File: src/rtl/btn_debounce_pulse.sv
// -----------------------------------------------------------------------------
// btn_debounce_pulse
//
// Turns a raw, bouncy, asynchronous push-button into clean single-cycle
// strobes for the counter stage that follows it.
//
//   raw btn_in -> SYNC_STAGES flop synchronizer -> btn_sync
//   btn_sync   -> 4-state debounce FSM with stability counter (db_cnt)
//   FSM        -> btn_level, press_pulse, release_pulse
//   HIGH time  -> hold counter (hold_cnt) -> hold_pulse
//
// Ports:
//   clk            clock
//   rst            asynchronous, active-high reset
//   clr            synchronous clear: FSM to LOW, counters to 0, no pulses
//   btn_in         raw button input, asynchronous to clk, active-high
//   btn_level      debounced level (1 in HIGH and WAIT_L)
//   press_pulse    one cycle after an accepted 0->1
//   release_pulse  one cycle after an accepted 1->0
//   hold_pulse     one cycle, HOLD_CNT cycles after press_pulse, once per press
//
// Output handshake: there is no valid/ready pairing here. Every output is a
// register; the pulses are plain one-cycle strobes that the downstream counter
// samples on its next clock edge with no back-pressure.
//
// Internal FSM state is held in the signal `state` (type state_t) for
// binding checkers.
// -----------------------------------------------------------------------------
module btn_debounce_pulse #(
  parameter int SYNC_STAGES = 2,
  parameter int STABLE_CNT  = 50000,
  parameter int DB_WIDTH    = 16,
  parameter int HOLD_CNT    = 1000000,
  parameter int HOLD_WIDTH  = 20
) (
  input  logic clk,
  input  logic rst,
  input  logic clr,
  input  logic btn_in,
  output logic btn_level,
  output logic press_pulse,
  output logic release_pulse,
  output logic hold_pulse
);

  typedef enum logic [1:0] {
    S_LOW    = 2'd0,
    S_WAIT_H = 2'd1,
    S_HIGH   = 2'd2,
    S_WAIT_L = 2'd3
  } state_t;

  // The hold counter gets one spare bit so HOLD_CNT == 2**HOLD_WIDTH is
  // still representable as the saturation value.
  localparam int HW = HOLD_WIDTH + 1;

  localparam logic [DB_WIDTH-1:0] DB_LAST   = DB_WIDTH'(STABLE_CNT - 1);
  localparam logic [DB_WIDTH-1:0] DB_ONE    = DB_WIDTH'(1);
  localparam logic [HW-1:0]       HOLD_MAX  = HW'(HOLD_CNT);
  localparam logic [HW-1:0]       HOLD_LAST = HW'(HOLD_CNT - 1);
  localparam logic [HW-1:0]       HOLD_ONE  = HW'(1);

  state_t                 state;
  logic [SYNC_STAGES-1:0] sync_q;
  logic                   btn_sync;
  logic [DB_WIDTH-1:0]    db_cnt;
  logic [HW-1:0]          hold_cnt;
  logic                   in_high_time;

  // ---------------------------------------------------------------------------
  // Synchronizer. Not touched by clr: the synchronizer just tracks the pin, so
  // a press still held through clr is re-accepted after only the FSM latency.
  // ---------------------------------------------------------------------------
  always_ff @(posedge clk or posedge rst) begin
    if (rst) begin
      sync_q <= '0;
    end else begin
      sync_q <= {sync_q[SYNC_STAGES-2:0], btn_in};
    end
  end

  assign btn_sync = sync_q[SYNC_STAGES-1];

  // The hold counter runs while the debounced level is high, which includes
  // WAIT_L so a release bounce does not restart the hold timing.
  assign in_high_time = (state == S_HIGH) || (state == S_WAIT_L);

  // ---------------------------------------------------------------------------
  // Debounce FSM, stability counter, hold counter and registered outputs.
  // ---------------------------------------------------------------------------
  always_ff @(posedge clk or posedge rst) begin
    if (rst) begin
      state         <= S_LOW;
      db_cnt        <= '0;
      hold_cnt      <= '0;
      btn_level     <= 1'b0;
      press_pulse   <= 1'b0;
      release_pulse <= 1'b0;
      hold_pulse    <= 1'b0;
    end else if (clr) begin
      state         <= S_LOW;
      db_cnt        <= '0;
      hold_cnt      <= '0;
      btn_level     <= 1'b0;
      press_pulse   <= 1'b0;
      release_pulse <= 1'b0;
      hold_pulse    <= 1'b0;
    end else begin
      press_pulse   <= 1'b0;
      release_pulse <= 1'b0;
      hold_pulse    <= 1'b0;

      case (state)
        S_LOW: begin
          hold_cnt <= '0;
          if (btn_sync) begin
            state  <= S_WAIT_H;
            db_cnt <= '0;
          end
        end

        S_WAIT_H: begin
          if (!btn_sync) begin
            // Too short: glitch, drop back without any pulse.
            state <= S_LOW;
          end else if (db_cnt == DB_LAST) begin
            state       <= S_HIGH;
            btn_level   <= 1'b1;
            press_pulse <= 1'b1;
            hold_cnt    <= '0;
          end else begin
            db_cnt <= db_cnt + DB_ONE;
          end
        end

        S_HIGH: begin
          if (!btn_sync) begin
            state  <= S_WAIT_L;
            db_cnt <= '0;
          end
        end

        S_WAIT_L: begin
          if (btn_sync) begin
            // Release bounce: back to HIGH, level never dropped.
            state <= S_HIGH;
          end else if (db_cnt == DB_LAST) begin
            state         <= S_LOW;
            btn_level     <= 1'b0;
            release_pulse <= 1'b1;
          end else begin
            db_cnt <= db_cnt + DB_ONE;
          end
        end

        default: begin
          state <= S_LOW;
        end
      endcase

      // Saturating hold counter; the pulse is emitted on the single step into
      // HOLD_CNT, so saturation alone guarantees at most one pulse per press.
      if (in_high_time && (hold_cnt != HOLD_MAX)) begin
        hold_cnt <= hold_cnt + HOLD_ONE;
        if (hold_cnt == HOLD_LAST) begin
          hold_pulse <= 1'b1;
        end
      end
    end
  end

endmodule
File: config.mk
export PLATFORM = sky130hd
export DESIGN_NAME = btn_debounce_pulse
export DESIGN_NICKNAME = d
export VERILOG_FILES = /design/src/rtl/btn_debounce_pulse.sv
export SDC_FILE = /design/constraint.sdc
export NUM_CORES = 1
export LEC_CHECK = 0
export BUFFER_PORTS_ARGS = -buffer_cell sky130_fd_sc_hd__buf_2
export CAP_MARGIN = 5
export CORE_ASPECT_RATIO = 0.75
export CORE_UTILIZATION = 55
export DETAILED_ROUTE_END_ITERATION = 8
export PLACE_DENSITY = 0.8
export SYNTH_ARGS = -nofsm -noshare
export SYNTH_HDL_FRONTEND = slang
export SYNTH_SLANG_ARGS = --single-unit
File: constraint.sdc
create_clock -name clk -period 2.37 [get_ports clk]
set_input_delay 0.1185 -clock clk [delete_from_list [all_inputs] [get_ports clk]]
set_output_delay 0.1185 -clock clk [all_outputs]
set_load 0.03 [all_outputs]
* Word-level counts from Yosys, hierarchy flattened *
Index checks and enable logic that the tools add are counted.

cells by class
  equality and inequality tests = 16
  reductions and logical operators = 9
  $add $sub $neg = 2
  mux-type cells = 36

operators with widths
  kind                                                                      count
  16-bit 2-to-1 mux                                                         6
  21-bit 2-to-1 mux                                                         4
  16-bit case mux with 4 select lines                                       1
  21-bit case mux with 2 select lines                                       1
  21-bit by 1-bit adder with 21-bit output (second input constant)          1
  21-bit by 20-bit equality test with 1-bit output (second input constant)  1
  21-bit by 20-bit != test with 1-bit output (second input constant)        1
  16-bit by 1-bit adder with 16-bit output (second input constant)          1
  16-bit equality test (second input constant)                              1
  1-bit 2-to-1 mux                                                          15
  3-bit != test (second input constant)                                     5
  2-bit 2-to-1 mux                                                          7
  4-bit != test (second input constant)                                     3
  2-bit case mux with 4 select lines                                        1
  4-bit AND reduction                                                       2
  5-bit AND reduction                                                       1
  2-bit equality test (second input constant)                               2
  4-bit by 3-bit != test with 1-bit output (second input constant)          1
  4-bit nonzero test                                                        1
  3-bit by 2-bit != test with 1-bit output (second input constant)          1
  3-bit AND reduction                                                       1
  3-bit nonzero test                                                        1
  2-bit by 1-bit equality test with 1-bit output (second input constant)    1
  2-bit logical NOT                                                         1
  other kinds (3)                                                           3

storage, ports and cells
  word-level logic and storage cells = 71
  register bits after elaboration = 45
  bits of input ports = 4

* Longest topological paths before layout *
  depth in word-level cells = 6
  mapped depth = 9
  mapped depth without buffers = 7

* Least setup slack after synthesis *
Ideal clock, no wire load.

  kind = reg2reg
  start = register hold_cnt[0]
  end = register hold_cnt[8]
  path slack = 0.112 ns
  data arrival time = 2.123 ns
  setup time = 0.135 ns
  stages on the path, launching flop included = 10
  buffers on the path = 2
  period minus slack after synthesis = 2.258 ns
  path through = dfrtp_1 > inv_1 > ha_1 > or4b_2 > nor3b_1 > a21oi_1 > clkbuf_1 > buf_1 > o211ai_1 > o211ai_1

on the way
  longest elaborated chain between the ends = 4
  elaborated cells between the ends (all ways) = 9
  those cells by class = 1 x add/sub; 3 x eq/ne; 2 x mux; 3 x reduce/logical

RTL lines
  what                                                                              RTL line  text
  start: declaration                                                                67        logic [HW-1:0] hold_cnt;
  start signal: assignment                                                          164       hold_cnt <= hold_cnt + HOLD_ONE;
  branches (longest 4 deep; another with 21-bit by 1-bit adder with 21-bit output)  n/a

Several ways; the timed one is not identified.
A chain may end at the register's enable or synchronous reset.

* Final worst setup path *
  start = register db_cnt[4]
  end = register db_cnt[10]

on the way
  longest elaborated chain between the ends = 5
  elaborated cells between the ends (all ways) = 7
  those cells by class = 1 x add/sub; 1 x eq/ne; 5 x mux

RTL lines
  what                                                                                     RTL line  text
  start: declaration                                                                       66        logic [DB_WIDTH-1:0] db_cnt;
  start signal: assignment                                                                 132       db_cnt <= db_cnt + DB_ONE;
  start signal: assignment                                                                 152       db_cnt <= db_cnt + DB_ONE;
  16-bit by 1-bit adder with 16-bit output / 16-bit equality test (equally long branches)  n/a
  16-bit 2-to-1 mux (*)                                                                    126, 147
  16-bit 2-to-1 mux (on tied branches)                                                     144, 123
  16-bit case mux with 4 select lines (*)                                                  113       case (state)
  16-bit 2-to-1 mux (*)                                                                    100       end else if (clr) begin

Every way passes the cells marked *; elsewhere a longest branch is shown, timed or not. The select of a mux whose other input is x is not followed.

==> summary.txt <==
Status
  – Status: finished clean

Synth
  – Yosys reg bits: 45
  – Ys flop type: dfrtp_1
  – Area share of the largest cell type after synthesis: 0.438
  – Mapped Cells: approximately 280
  – Most frequent cell after synthesis: dfrtp_1
  – Synth cell types: 56
  – Seq/Total Area, Yosys: 0.438
  – Mapped cell area: 2570 sq um
  – Leading area contributor after synthesis: dfrtp_1
  – Synth area leaders: dfrtp_1 (44%), a31oi_1 (4.6%), nand2_1 (4.4%), a21oi_2 (2.7%), nand3_1 (2.7%)
  – Ys async rst share: 1.00
  – Top post-synthesis cells by count: dfrtp_1 (45), nand2_1 (30), a31oi_1 (19), nand3_1 (14), nor2_1 (14)
  – Count of flip-flops with a built-in enable after synthesis: 0
  – Mean Syn Cell Area: roughly 9.3 sq um
  – Synth warn: 0
  – Synth Net Count: 284

GRT
  – Tot GR Track Use: 0.257
  – Number of global-route vias before repair: 1858
  – Total gr overflow: 0
  – Initial antenna violation count: 0
  – Pin count of the biggest net entering global routing: 46
  – First-pass GRT wire length: slightly above 9000 microns

Clocking
  – Skew-Pair Late Insertion Delay: 0.31 ns
  – H-tree depth: 2
  – Root buf cell: clkbuf_8
  – Clk slew on worst S/H paths: 0.08 ns
  – CTS Buffer Depth: 2
  – Clock tree from TritonCTS: done
  – CTS Buf Count: 5
  – CTS Sinks: 45

Routing
  – DR WL/cell: 15.9 microns
  – Final wirelength: 5770 microns
  – Met1 WL: 2920 microns
  – DRC: 0
  – Routed wl met3: 379 microns
  – DR vias/cell: between 6 and 7
  – 1st-pass router iterations: 5
  – Antenna Violating Nets Remaining: 0
  – Met2 routed WL: 2390 microns
  – Highest metal used: met4
  – Initial drt markers: 283
  – DR vias: 2242

Worst setup path
  – Critical R2R Launch: db_cnt[4]$_DFFE_PP0P_
  – WP buf/inv: 2
  – Crit. End Element: register
  – Worst setup SP type: register
  – CP top delay family: simple AND/OR/NAND/NOR gates
  – CP peak stage delay: 0.57 ns
  – R2r setup slk: 0.05 ns
  – Worst path required time: 2.57 ns
  – CP max stage cell: or4_4
  – Worst Path Arrival: 2.53 ns
  – CP Cell Sequence: or4bb_4 -> buf_4 -> or4_4 -> buf_6 -> nand3_1 -> nor4_1 -> a31o_2
  – Worst R2R End: db_cnt[10]$_DFFE_PP0P_
  – Worst Reg-to-Reg Cells: 7
  – Crit Path Class: register to register
  – CP Max Fanout: 3

Placed design
  – Final GP Congestion: 0.882
  – DPL Wire Length: 3910 microns
  – Port buffer count: 7
  – Placed cell count: approximately 350
  – Place WS: -0.310 ns
  – Placement Cell Area: 2800 sq um

Die
  – Die span in x: approximately 81 microns
  – Starting Density: 0.576
  – Die Ht: 61.2 microns
  – Die area: a little under 5000 sq um
  – IO Count: 8
  – Num rows: 21
  – Core Box Area: 4470 sq um

STA
  – Count of final hold-check violations: 0
  – Setup TNS: 0 ns
  – Setup violators final: 0
  – F_max: 430 MHz
  – Final period utilization: 0.981
  – Max-slew violations: 0
  – Least-Margin Pin Slew: 0.942 ns
  – Unrepaired setup endpoints after global routing: no
  – Fin crit period: 2.32 ns
  – Skew final: around 0.0050 ns
  – Final WS setup: ~0.046 ns
  – Slew HR: 0.371

Cells and area
  – Final cell count without fillers: ~360
  – Number of diodes: 0
  – Area delta synth->final: 16.2%
  – Share of cells above drive strength 1: 0.265
  – Post-layout net count: 313
  – Final core utilization: 0.669
  – Final Cell Area: 2990 sq um

Power and ir drop
  – PwrDens: 477 nW/um^2
  – Pleak: 0.00122 uW
  – Peak VDD IR: 0.000319 V

Min path
  – Worst Hold Class: input pin to async pin

Flow run
  – Maxcap violations: 0
## stage by stage
| stage | power, uW | hold slack [ns] |
|---|---|---|
| 6_report | 1430 | 0.0185 |
| 5_1_grt | 1470 | 0.0955 |
| 4_1_cts | 1430 | 0.0459 |
| 3_5_place_dp | 864 | 0.231 |
| 3_3_place_gp | 862 | 0.228 |
| 2_1_floorplan | 845 | 0.150 |
## layout make-up
class	count	area [sq um]
sequential	45	1130
tap	57	71.3
inverter	11	41.3
multi-input combinational	205	1360
clock inverter	2	35.0
timing repair buffer	38	290
clock buffer	5	68.8
fill	340	1480
## registers in the layout, summed over array words and instances, names as in the netlist
| name | count |
|---|---|
| release_pulse | 1 |
| press_pulse | 1 |
| hold_cnt | 21 |
| hold_pulse | 1 |
| state | 2 |
| btn_level | 1 |
| sync_q | 2 |
| db_cnt | 16 |
## kinds of logic after synthesis
logic type | Yosys count | synth area share
muxes | 3 | 0.0122
DFF | 45 | 0.438
adders and majority gates | 3 | 0.0146
AOI/OAI and AO/OA | 72 | 0.190
xor gates and xnor gates | 3 | 0.0102
and+or+nand+nor | 124 | 0.277
buffers and inverters | 27 | 0.0588
## where the power goes
part	internal, uW	switching, uW	total, uW	leakage (uW)
logic	21.6	53.2	74.8	0.000541
clock network	307	267	574	0.0000540
registers	772	5.31	777	0.000623
total	1100	326	1430	0.00122
## how the worst max path moves through the flow
stage | start | endpoint | slack [ns] | cells after the start
2_1_floorplan | hold_cnt[0]$_DFFE_PP0P_ | hold_cnt[8]$_DFFE_PP0P_ | 0.11 | 9
3_3_place_gp | db_cnt[4]$_DFFE_PP0P_ | hold_cnt[3]$_DFFE_PP0P_ | -0.16 | 5
3_5_place_dp | db_cnt[4]$_DFFE_PP0P_ | hold_cnt[14]$_DFFE_PP0P_ | -0.31 | 5
4_1_cts | hold_cnt[1]$_DFFE_PP0P_ | hold_cnt[14]$_DFFE_PP0P_ | 0.007 | 7
5_1_grt | db_cnt[4]$_DFFE_PP0P_ | db_cnt[9]$_DFFE_PP0P_ | 0.007 | 7
6_report | db_cnt[4]$_DFFE_PP0P_ | db_cnt[10]$_DFFE_PP0P_ | 0.05 | 7
## routing by layer
layer / track usage / vias to the layer above
li1: - / 1102
met5: 0 / -
met1: 0.398 / 1054
met2: 0.340 / 78
met3: 0.0593 / 8
met4: 0.110 / 0
## what timing repair did
item / 4_1_cts / 5_1_grt
hold buffers: 1 / 0
hold endpoints to repair: 1 / 0
setup buffers: 0 / 2
resized for setup: 3 / 11
endpoints found under the setup margin: 19 / 21
pin swaps: 0 / 3
## cell usage in the layout (no fill, tap or decap), types with 2 or more instances in the layout
cell,n
a211oi_1,3
a21o_1,2
a21oi_1,12
a21oi_2,8
a21oi_4,2
a31oi_1,18
a41oi_1,2
and2_1,2
and3_1,6
and4_1,4
buf_2,7
buf_4,27
buf_6,2
clkbuf_8,5
dfrtp_1,45
ha_1,3
inv_1,10
mux2i_1,2
nand2_1,30
nand2b_1,4
nand3_1,14
nand3b_1,2
nand4_1,11
nor2_1,13
nor3_1,3
nor4_1,7
nor4b_1,2
o211ai_1,4
o21ai_0,5
o21ai_1,6
o31ai_1,3
or2_2,2
or3_2,5
or4_2,6
xor2_1,2
No activity file was read; power rests on OpenSTA's default activity.
